`config.mk`:
```
export PLATFORM = sky130hd
export DESIGN_NAME = cal_div
export DESIGN_NICKNAME = d
export VERILOG_FILES = /design/src/rtl/cal_pkg.sv /design/src/rtl/cal_div_step.sv /design/src/rtl/cal_div.sv
export SDC_FILE = /design/constraint.sdc
export NUM_CORES = 1
export LEC_CHECK = 0
export CAP_MARGIN = 20
export CORE_ASPECT_RATIO = 0.7
export CORE_MARGIN = 2
export CORE_UTILIZATION = 52
export CTS_CLUSTER_SIZE = 16
export DETAILED_ROUTE_END_ITERATION = 16
export GPL_TIMING_DRIVEN = 0
export MAX_ROUTING_LAYER = met4
export PLACE_DENSITY = 0.83
export SLEW_MARGIN = 20
export SYNTH_ARGS = -nofsm -noshare
export SYNTH_HDL_FRONTEND = slang
export SYNTH_SLANG_ARGS = --single-unit
```
`constraint.sdc`:
```
create_clock -name clk -period 2 [get_ports clk]
set_input_delay 0.6 -clock clk [delete_from_list [all_inputs] [get_ports clk]]
set_output_delay 0.6 -clock clk [all_outputs]
set_load 0.1 [all_outputs]
```
`src/rtl/cal_pkg.sv`:
```
// cal_pkg: shared types and helpers for the calculator divider.
//   cal_div_state_t : divider FSM states
//   CAL_W           : default operand width
//   clog2()         : bit width needed to count 0..n-1, never less than 1
package cal_pkg;

    localparam int CAL_W = 4;

    typedef enum logic [1:0] {
        IDLE = 2'd0,
        RUN  = 2'd1,
        DONE = 2'd2
    } cal_div_state_t;

    function automatic int clog2(input int n);
        int bits;
        int v;
        bits = 0;
        v    = n - 1;
        while (v > 0) begin
            bits = bits + 1;
            v    = v >> 1;
        end
        return (bits < 1) ? 1 : bits;
    endfunction

endpackage

```
`src/rtl/cal_div_step.sv`:
```
// cal_div_step: one combinational restoring-division iteration.
// Ports:
//   pr      in  W   partial remainder before this step (always < b)
//   msb     in  1   next dividend bit shifted into the remainder
//   b       in  W   divisor
//   pr_next out W   partial remainder after the trial subtract
//   q_bit   out 1   quotient bit produced by this step
module cal_div_step
    import cal_pkg::*;
#(
    parameter int W = CAL_W
) (
    input  logic [W-1:0] pr,
    input  logic         msb,
    input  logic [W-1:0] b,
    output logic [W-1:0] pr_next,
    output logic         q_bit
);

    // The shifted remainder needs W+1 bits so the compare never wraps.
    logic [W:0]   trial;
    logic [W-1:0] diff;

    always_comb begin
        trial = {pr, msb};
        q_bit = (trial >= {1'b0, b});
        // When the subtract is taken the result is below b, so the low
        // W bits of the difference are exact.
        diff    = trial[W-1:0] - b;
        pr_next = q_bit ? diff : trial[W-1:0];
    end

endmodule

```
`src/rtl/cal_div.sv`:
```
// cal_div: sequential unsigned restoring divider, one quotient bit per clock.
// Ports:
//   clk   in  1  clock, rising edge
//   rst   in  1  asynchronous active-high reset
//   start in  1  request, sampled in IDLE or DONE
//   a     in  W  dividend
//   b     in  W  divisor
//   q     out W  quotient (registered, holds until next completion)
//   r     out W  remainder (registered, holds until next completion)
//   busy  out 1  division in progress
//   done  out 1  one-cycle completion pulse
//   dz    out 1  divide-by-zero flag for the current result
module cal_div
    import cal_pkg::*;
#(
    parameter int W = CAL_W
) (
    input  logic         clk,
    input  logic         rst,
    input  logic         start,
    input  logic [W-1:0] a,
    input  logic [W-1:0] b,
    output logic [W-1:0] q,
    output logic [W-1:0] r,
    output logic         busy,
    output logic         done,
    output logic         dz
);

    localparam int CW = clog2(W);

    cal_div_state_t state, state_nx;

    logic [CW-1:0] cnt;
    logic [W-1:0]  dvd;
    logic [W-1:0]  quo;
    logic [W-1:0]  pr;
    logic [W-1:0]  div_b;
    logic [W-1:0]  pr_nx;
    logic          q_bit;
    logic          accept;

    cal_div_step #(.W(W)) u_step (
        .pr      (pr),
        .msb     (dvd[W-1]),
        .b       (div_b),
        .pr_next (pr_nx),
        .q_bit   (q_bit)
    );

    assign accept = start && ((state == IDLE) || (state == DONE));
    assign busy   = (state == RUN);

    always_ff @(posedge clk or posedge rst) begin
        if (rst) begin
            state <= IDLE;
        end else begin
            state <= state_nx;
        end
    end

    always_comb begin
        state_nx = state;
        case (state)
            IDLE, DONE: begin
                if (start) begin
                    state_nx = (b == '0) ? DONE : RUN;
                end else begin
                    state_nx = IDLE;
                end
            end
            RUN: begin
                if (cnt == '0) begin
                    state_nx = DONE;
                end
            end
            default: state_nx = IDLE;
        endcase
    end

    always_ff @(posedge clk or posedge rst) begin
        if (rst) begin
            cnt   <= '0;
            dvd   <= '0;
            quo   <= '0;
            pr    <= '0;
            div_b <= '0;
            q     <= '0;
            r     <= '0;
            dz    <= 1'b0;
            done  <= 1'b0;
        end else begin
            done <= 1'b0;
            if (accept) begin
                div_b <= b;
                if (b == '0) begin
                    // Divide-by-zero completes on the accepting edge.
                    q    <= '1;
                    r    <= a;
                    dz   <= 1'b1;
                    done <= 1'b1;
                end else begin
                    pr  <= '0;
                    dvd <= a;
                    quo <= '0;
                    cnt <= CW'(W - 1);
                    dz  <= 1'b0;
                end
            end else if (state == RUN) begin
                pr  <= pr_nx;
                dvd <= {dvd[W-2:0], 1'b0};
                quo <= {quo[W-2:0], q_bit};
                cnt <= cnt - CW'(1);
                if (cnt == '0) begin
                    q    <= {quo[W-2:0], q_bit};
                    r    <= pr_nx;
                    done <= 1'b1;
                end
            end
        end
    end

endmodule

```
==> metrics <==
outcome=completed; cell with the most instances after synthesis=dfrtp_1; critical path capture point type=flip-flop; Avg Synthesized Cell Area=between 10 and 15 um^2; TritonCTS clock tree=yes; Synth area leaders=dfrtp_1 52%, nand2_1 6.4%, ha_1 4.5%; CTS sink cnt=29; largest net degree at the start of global routing=30; Final Hold Fails=0; gpl congestion=~0.80; multi-input logic area=~620 um^2; Die Width=66.08 um; row cnt=15; CTS Hold Buffers Added=0; Seq. cell area=slightly above 700 um^2; drt wl/cell=15.43 um; area share of the largest cell type after synthesis=around half; fin crit share=between 90% and 100%; Die Ht=~47 um; IO Count=22; clk slew on worst S/H paths=about 0.060 ns; clk buf depth=2; RSZ-0062 raised after global routing=false; WS Path Type=flip-flop to flip-flop; Clock Skews=~0.0027 ns; initial core utilization=55.77%; Area Growth Syn to Fin=26.32%; Slowest-stage cell, CP=dfrtp_1; Syn Std Cell Area=around 1400 um^2; Area after DPL=about 1700 um^2; vias in the first global route=1059; WP data required=about 2.2 ns; global route overflow=0; most frequent cells after synthesis=29 x dfrtp_1, 24 x nand2_1, 12 x nor2_1; cells after synthesis=approximately 140; crit path cell chain=ha_1 > o21ai_1 > and2_4 > a31oi_4 > mux2_1 > a31oi_1; Worst setup SP type=flip-flop; register area share after synthesis=around half; Final min period=between 1.5 and 2 ns; via density per instance=between 5 and 6; Warnings, synthesis=0; Util after Layout=between 70% and 80%; Seq cells post-synth=29; WL final=approximately 3100 um; ys flop type=dfrtp_1; max cap viols=0; drt drc=0; r2r setup slk=between 0.08 and 0.09 ns; Iter 0 DRT Violations=roughly 60; # port buffers=21; f_max=about 0.52 GHz; biggest area consumer among synthesized cells=dfrtp_1; type of the most critical hold path=flip-flop to flip-flop; Max transition margin=60.71%; max incr delay on CP=~0.40 ns; # diodes=0; final worst slack=0.08572 ns; CP Max Fanout=6; Yosys cell types=32; worst-skew pair later-pin latency=roughly 0.28 ns; Post-synth ARST share=100.0%; hold_ws=just under 0.5 ns; total CTS buffers=5; Core Footprint=2515 um^2; share of cells above drive strength 1=between 10% and 20%; hpwl dp=roughly 2200 um; All-Layer GR Usage=between 20% and 30%; Worst EP arrival=about 2.1 ns; setup violators final=0; DRT antenna net count=0; first-pass GRT wire length=between 4000 and 5000 um; die area=3135 um^2; dpl ws=-0.4236 ns; worst slew pin tran=slightly below 0.6 ns; Final Max Slew Viols=0; first drt pass iteration count=4; vias=approximately 1100; Layout Nets=roughly 180; Root Driver=clkbuf_8; Fillers=186; syn nets=about 150; H-Tree Depth=2; initial antenna violation count=0; Post-synth EDFFs=0; final instance area=roughly 1800 um^2
==> metrics by stage <==
| stage | TNS (ns) | cells |
|---|---|---|
| 2_1_floorplan | 0 | 136 |
| 5_1_grt | 0 | 200 |
| 3_3_place_gp | -2.936 | 191 |
| 4_1_cts | 0 | 199 |
| 3_5_place_dp | -4.362 | 191 |
| 6_report | 0 | 200 |
==> layer usage <==
| metal | vias up | track usage, % | part of all wire (%) |
|---|---|---|---|
| li1 | 518 | - | - |
| met1 | 553 | 26.03 | 44 |
| met2 | 31 | 38.79 | 48 |
| met3 | 5 | 9.176 | 6.3 |
| met4 | 0 | 11.43 | 1.7 |
| met5 | - | - | 0 |
==> cell usage in the layout (no fill, tap or decap), drive strengths merged, types with 2 or more instances in the layout <==
cell type,n
clkbuf,8
a22o,3
o22a,4
nand2,24
nand2b,3
nor2,13
clkdlybuf4s50,10
clkdlybuf4s15,10
a21oi,3
dfrtp,29
buf,7
mux2i,5
ha,5
a21o,2
inv,11
xnor2,2
o21ai,12
a31oi,5
==> area by class of cell <==
type / count / share of cell area, %
well taps: 34 / 2.401
flip-flops and latches: 29 / 40.96
plain buffers: 5 / 1.695
repair buffers: 22 / 12.85
clock buffers: 8 / 4.520
inverters: 11 / 2.331
multi-input cells: 91 / 35.24
==> kinds of logic after synthesis <==
logic type	synth area share, %
AND/OR/NAND/NOR	15.26
AO/OA/AOI/OAI	16.59
flip-flops	51.74
buffers and inverters	4.907
multiplexers	4.371
adder cells (fa/ha/maj)	5.888
XOR/XNOR	1.249
==> path summary, 6_finish.rpt <==
check	startpoint	to	cells after the start
setup / recovery	pr[2]$_DFFE_PP0P_	r[2]$_DFFE_PP0P_	6
min in group asynchronous	rst	q[2]$_DFFE_PP0P_	2
setup reg to reg	pr[2]$_DFFE_PP0P_	r[2]$_DFFE_PP0P_	6
max in group asynchronous	rst	div_b[2]$_DFFE_PP0P_	2
hold reg to reg	dvd[3]$_DFFE_PP0P_	dvd[3]$_DFFE_PP0P_	2
hold / removal	dvd[3]$_DFFE_PP0P_	dvd[3]$_DFFE_PP0P_	2
==> registers in the layout, indices dropped and copies added (netlist names) <==
| register | cells |
|---|---|
| div_b | 4 |
| dvd | 4 |
| pr | 4 |
| q | 4 |
| r | 4 |
| quo | 3 |
| cnt | 2 |
| state | 2 |
| done | 1 |
| dz | 1 |
==> critical path: cells and delay by family, from the launching register on <==
kind / cells / cell delay [ns]
AOI/OAI and AO/OA: 3 / 0.53
DFF: 1 / 0.40
muxes: 1 / 0.39
adders and majority gates: 1 / 0.34
and+or+nand+nor: 1 / 0.17
==> timing repair <==
action | in CTS | in global routing
cloned | 0 | 0
gates resized for setup | 36 | 4
buffers inserted | 0 | 1
setup endpoints to repair | 11 | 4
pin swaps | 0 | 1
Power is left out: the tool's default activity adds up to more than one toggle a clock period on the data nets, which glitch-free logic cannot reach.
